`src/rtl/rgb_to_grayscale.sv`:
```
// rgb_to_grayscale: 3-stage pipelined RGB888 -> 8-bit luma converter.
// Y = (CR*R + CG*G + CB*B + 2^(CW-1)) >> CW, saturated, with an output pixel counter.
module rgb_to_grayscale #(
  parameter int unsigned DATA_WIDTH = 8,
  parameter int unsigned CW         = 8,
  parameter int unsigned CR         = 77,
  parameter int unsigned CG         = 150,
  parameter int unsigned CB         = 29,
  parameter int unsigned CNT_WIDTH  = 20
) (
  input  logic                  clk,
  input  logic                  rst,
  input  logic [DATA_WIDTH-1:0] red_i,
  input  logic [DATA_WIDTH-1:0] green_i,
  input  logic [DATA_WIDTH-1:0] blue_i,
  input  logic                  done_i,
  output logic [DATA_WIDTH-1:0] grayscale_o,
  output logic                  done_o,
  output logic [CNT_WIDTH-1:0]  pix_cnt_o
);

  localparam int unsigned PW = DATA_WIDTH + CW;
  localparam int unsigned SW = DATA_WIDTH + CW + 2;
  localparam logic [SW-1:0] HALF = SW'(1) << (CW - 1);
  localparam logic [DATA_WIDTH-1:0] SAT = {DATA_WIDTH{1'b1}};

  logic [PW-1:0]         pr_q, pg_q, pb_q;
  logic [PW-1:0]         pr_d, pg_d, pb_d;
  logic                  v1_q, v2_q;
  logic [SW-1:0]         sum_q, sum_d;
  logic [DATA_WIDTH-1:0] gray_q, gray_d;
  logic                  done_q;
  logic [CNT_WIDTH-1:0]  cnt_q, cnt_d;

  // Next-state datapath: weighted products, rounded sum, saturating shift, counter
  always_comb begin
    pr_d   = pr_q;
    pg_d   = pg_q;
    pb_d   = pb_q;
    sum_d  = sum_q;
    gray_d = gray_q;
    cnt_d  = cnt_q;
    if (done_i) begin
      pr_d = PW'(CR) * PW'(red_i);
      pg_d = PW'(CG) * PW'(green_i);
      pb_d = PW'(CB) * PW'(blue_i);
    end
    if (v1_q) begin
      sum_d = SW'(pr_q) + SW'(pg_q) + SW'(pb_q) + HALF;
    end
    if (v2_q) begin
      if (|sum_q[SW-1:PW]) begin
        gray_d = SAT;
      end else begin
        gray_d = sum_q[PW-1:CW];
      end
      cnt_d = cnt_q + CNT_WIDTH'(1);
    end
  end

  // Pipeline registers; reset discards in-flight pixels and clears the counter
  always_ff @(posedge clk or negedge rst) begin
    if (!rst) begin
      pr_q   <= '0;
      pg_q   <= '0;
      pb_q   <= '0;
      v1_q   <= 1'b0;
      sum_q  <= '0;
      v2_q   <= 1'b0;
      gray_q <= '0;
      done_q <= 1'b0;
      cnt_q  <= '0;
    end else begin
      pr_q   <= pr_d;
      pg_q   <= pg_d;
      pb_q   <= pb_d;
      v1_q   <= done_i;
      sum_q  <= sum_d;
      v2_q   <= v1_q;
      gray_q <= gray_d;
      done_q <= v2_q;
      cnt_q  <= cnt_d;
    end
  end

  assign grayscale_o = gray_q;
  assign done_o      = done_q;
  assign pix_cnt_o   = cnt_q;

endmodule

```
`config.mk`:
```
export PLATFORM = sky130hd
export DESIGN_NAME = rgb_to_grayscale
export DESIGN_NICKNAME = d
export VERILOG_FILES = /design/src/rtl/rgb_to_grayscale.sv
export SDC_FILE = /design/constraint.sdc
export NUM_CORES = 1
export LEC_CHECK = 0
export BUFFER_PORTS_ARGS = -buffer_cell sky130_fd_sc_hd__buf_4
export CAP_MARGIN = 10
export CORE_ASPECT_RATIO = 0.7
export CORE_MARGIN = 3
export CORE_UTILIZATION = 45
export DETAILED_ROUTE_END_ITERATION = 16
export GPL_TIMING_DRIVEN = 0
export HOLD_SLACK_MARGIN = 0.15
export PLACE_DENSITY = 0.7
export SLEW_MARGIN = 15
export SYNTH_ARGS = -nofsm -noshare
export SYNTH_HDL_FRONTEND = slang
export SYNTH_SLANG_ARGS = --single-unit
export TNS_END_PERCENT = 10
```
`constraint.sdc`:
```
create_clock -name clk -period 3.3 [get_ports clk]
set_input_delay 0.33 -clock clk [delete_from_list [all_inputs] [get_ports clk]]
set_output_delay 0.33 -clock clk [all_outputs]
set_load 0.02 [all_outputs]
```
Yosys cells after proc, flatten, opt, wreduce, memory -nomap -nowiden
Cells that the tools add are included.
- add/sub/neg operators: 4
- multipliers: 3
- muxes and demuxes: 1
- reductions and logical operators: 1
- operators with widths (operator ; number):
    multiplier 7 x 8 -> 15 bit, first input constant ; 2
    adder 20 x 1 -> 20 bit, second input constant ; 1
    adder 17 x 13 -> 18 bit ; 1
    adder 18 x 8 -> 18 bit, second input constant ; 1
    adder 15 x 16 -> 17 bit ; 1
    multiplier 5 x 8 -> 13 bit, first input constant ; 1
    two-way mux 8 bit ; 1
    OR reduction 2 bit ; 1
- flip-flop bits (word level): 92
- input bits: 27
- output and inout bits: 29
- word-level logic and storage cells: 18

Depth between registers and ports, before layout
- word-level depth: 3
- gate-level depth with buffers: 13
- mapped depth without buffers: 13

Worst setup path after synthesis
Ideal clock, no wire load.
- path kind: input to register
- start point: input green_i[4]
- end point: register pg_q[14]
- library setup time: 0.071 ns
- arrival: 3.405 ns
- required time: 3.229 ns
- setup slack: -0.175 ns
- cell stages on the path: 12
- path buffers: 0
- cell sequence: ha_1 ha_1 inv_1 fa_1 fa_1 inv_1 ha_1 a211oi_2 o31ai_1 or4_4 a2111o_1 nand4_1
- longest elaborated chain between the ends: 1
- RTL lines (item ; RTL line ; RTL):
    start, declared ; 14 ; input logic [DATA_WIDTH-1:0] green_i,
    multiplier 7 x 8 -> 15 bit ; 45 ; pg_d = PW'(CG) * PW'(green_i);
    end signal, assigned ; 75 ; pg_q <= pg_d;
    end, declared ; 27 ; logic [PW-1:0] pr_q, pg_q, pb_q;
No other way between the ends.
A chain may end at the register's enable or synchronous reset.

Worst setup path in the final report
Same ends and word-level chain as after synthesis.

==> implementation parameters <==
Parameter                              Value

Run status
  Run status ... completed

Finish
  Synthesis-to-finish area growth ... 14.2%
  Leading cell types in the layout, fill and taps excluded ... ha_1, inv_1, dfrtp_1, buf_4, nor2_1
  Most common cell after layout, fill and taps aside ... ha_1
  Net total in the final layout ... 1000
  Number of antenna diodes ... 0
  Fraction of layout cells with a size suffix above 1 ... 0.128

Setup path
  Worst endpoint required time ... 3.58 ns
  Setup Crit Path Kind ... in2reg
  Largest fanout on the critical path ... 4
  Type of element capturing the critical path ... register
  Data arrival, critical path ... 3.50 ns
  Worst setup SP type ... primary input

Timing
  Final Hold Violating Endpoints ... 0
  Final slew viol count ... 0
  Tightest Pin Transition ... 1.04 ns
  Headroom to the max-slew limit ... 0.303
  Final Worst Setup Slack ... 0.0847 ns
  Setup_tns ... 0 ns
  RSZ-0062 raised after global routing ... true
  Worst setup skew after layout ... 0.00758 ns
  Final setup viols ... 0
  Portion of the clock cycle consumed by the worst path in the final layout ... 0.974
  Maximum achievable frequency ... 0.311 GHz
  Final period demand of the worst path ... 3.22 ns

Synthesis
  Syn Nets ... 933
  Sequential share of the synthesized area ... 0.289
  Post-synth design cell area ... 0.00727 mm²
  Syn. warnings ... 0
  Count of flip-flops with a built-in enable after synthesis ... 0
  Mapped Avg Cell Area ... 9.83 µm²
  Async SR Flop Fraction ... 1.00
  Number of distinct library cell variants in the gate-level netlist after synthesis ... 50
  Most common flop cell mapped by yosys ... dfrtp_1
  Gate count of the mapped netlist ... 740
  Post-synthesis register bit count ... 84

Clocking
  Buffer levels on the longest clock path ... 2
  Number of sinks driven by the clock tree ... 84
  H-tree lvl count ... 3
  Clock transition time at the flip-flop clock pins of the worst setup and hold paths ... 0.06 ns
  Clock Latency Late Sink ... 0.35 ns
  Number of buffers created by CTS ... 9
  Clock tree from TritonCTS ... built
  Buffer cell driving the clock tree root ... clkbuf_16

Drt
  DRC ... 0
  Pre-Repair DR Iteration Count ... 5
  DRT antenna net count ... 0
  WL per Instance ... 14.9 µm
  Vias per cell ... 5.32
  Via count ... 5384
  Violation count after the first detailed-route iteration ... 323
  Detailed Route WL ... 15000 µm

Die
  Chip width ... 158 µm
  Initial core utilization ... 0.465
  Die Y ... 112 µm
  Overall die area ... 0.0178 mm²
  Core footprint ... 0.0156 mm²
  Site row count ... 38
  Ports placed on the boundary ... 56

Placed design
  Total of buffers placed on input and output ports ... 55
  Worst setup slack before clock tree synthesis ... -0.260 ns
  DP HPWL ... 11900 µm
  Placer Congestion ... 0.896

Global route
  Aggregate global routing overflow ... 0
  Antenna violations before repair ... 0
  GRT Overall Usage ... 0.182
  Via count of the first global-routing pass ... 5280
  Global-route wire length before repair ... 26100 µm
  Largest net degree at the start of global routing ... 85

Job
  Maxcap violations ... 0

Pwr
  Reported leakage power ... 4.19 nW
  Power per cell area ... 939 mW/mm²
  Peak supply drop ... 0.628 mV

Min path
  Class of the tightest hold or removal check ... in2async
-- cell usage after synthesis (all sizes together), types with 2 or more instances --
master / n / area (µm²)
ha: 128 / 1600
inv: 111 / 417
dfrtp: 84 / 2100
nor2: 39 / 146
a21oi: 38 / 190
fa: 38 / 761
o21ai: 32 / 160
nand2: 31 / 116
xnor2: 26 / 228
mux2: 17 / 191
nand3: 17 / 85.1
clkbuf: 16 / 61.3
o21a: 13 / 97.6
xor2: 13 / 114
nand4: 12 / 75.1
a21o: 11 / 82.6
nor3: 11 / 55.1
o211ai: 11 / 82.6
mux2i: 9 / 90.1
a31oi: 8 / 50.1
a211oi: 7 / 57.6
and3: 5 / 31.3
nor4: 5 / 31.3
o31ai: 5 / 37.5
a211o: 4 / 35.0
buf: 4 / 15.0
nand2b: 4 / 25.0
nor3b: 4 / 30.0
or3: 4 / 25.0
a221oi: 3 / 32.5
nand3b: 3 / 22.5
nor2b: 3 / 18.8
o21bai: 3 / 22.5
o311ai: 3 / 26.3
a2111o: 2 / 22.5
a2111oi: 2 / 17.5
a31o: 2 / 17.5
o311a: 2 / 20.0
o31a: 2 / 17.5
or2: 2 / 12.5
or4: 2 / 18.8
-- power breakdown --
part	switching (W)	internal (W)	leakage, nW
registers	0.000200	0.00138	1.02
clock network	0.000429	0.000557	0.139
logic	0.00298	0.00225	3.04
total	0.00361	0.00419	4.19
-- path summary, 6_finish.rpt --
check                               startpoint                    end  slack (ns)  cells after the start
min reg2reg                     v1_q$_DFF_PN0_         v2_q$_DFF_PN0_        0.39                      0
min in group clk                     blue_i[0]    pb_q[0]$_DFFE_PN0P_        0.26                      2
min                                        rst       done_o$_DFF_PN0_        0.16                      1
max                                 green_i[4]   pg_q[14]$_DFFE_PN0P_        0.08                     13
max in group asynchronous                  rst    pg_q[4]$_DFFE_PN0P_        2.46                      1
max reg2reg                pr_q[4]$_DFFE_PN0P_  sum_q[10]$_DFFE_PN0P_        0.28                     10
-- per-stage QoR --
| step | hold WS [ns] | cell area (µm²) | util | instances | power [W] |
|---|---|---|---|---|---|
| after floorplan | 0.0344 | 7310 | - | 740 | 0.00551 |
| after global placement | 0.363 | 7980 | 0.510 | 995 | 0.00658 |
| after detailed placement | 0.373 | 7980 | 0.510 | 995 | 0.00666 |
| after CTS | 0.204 | 8280 | 0.529 | 1012 | 0.00774 |
| after global routing | 0.257 | 8310 | 0.531 | 1012 | 0.00866 |
| final | 0.160 | 8310 | 0.531 | 1012 | 0.00780 |
-- sequential cells by signal, summed over array words and instances (netlist names) --
| register | flops |
|---|---|
| pix_cnt_o | 20 |
| pg_q | 15 |
| pr_q | 15 |
| pb_q | 13 |
| sum_q | 10 |
| grayscale_o | 8 |
| done_o | 1 |
| v1_q | 1 |
| v2_q | 1 |
-- cells by family after synthesis --
family                   synth area share
multiplexers                       0.0387
AND/OR/NAND/NOR                    0.0961
flip-flops                          0.289
buffers and inverters              0.0678
adder cells (fa/ha/maj)             0.325
AO/OA/AOI/OAI                       0.137
XOR/XNOR                           0.0470
-- worst max-delay path, stage by stage --
cell,delay [ns]
buf_4,0.14
ha_4,0.23
ha_1,0.28
inv_1,0.07
fa_1,0.43
fa_1,0.49
inv_1,0.04
ha_2,0.19
a211oi_4,0.25
o31ai_2,0.13
or4_4,0.43
a2111o_1,0.43
nand4_1,0.07
-- cell type report --
type | count | area [µm²]
buffer | 20 | 76.3
clock buffer | 11 | 253
clock inverter | 5 | 41.3
fill | 1400 | 7330
inverter | 111 | 417
multi-input combinational | 525 | 4750
sequential | 84 | 2100
tap | 200 | 250
timing repair buffer | 56 | 423
-- layer usage --
layer | part of all wire | global-route usage | vias up
li1 | - | - | 2707
met1 | 0.56 | 0.298 | 2581
met2 | 0.40 | 0.247 | 82
met3 | 0.032 | 0.0239 | 14
met4 | 0.014 | 0.0527 | 0
met5 | 0 | 0 | -
-- repair_timing --
| item | 4_1_cts | 5_1_grt |
|---|---|---|
| gates resized for setup | 0 | 6 |
| hold buffers | 1 | 0 |
| hold endpoints to repair | 1 | 0 |
| setup endpoints to repair | 0 | 9 |
| buffers inserted | 0 | 0 |
Note: power is estimated with default switching activity, not from simulation.
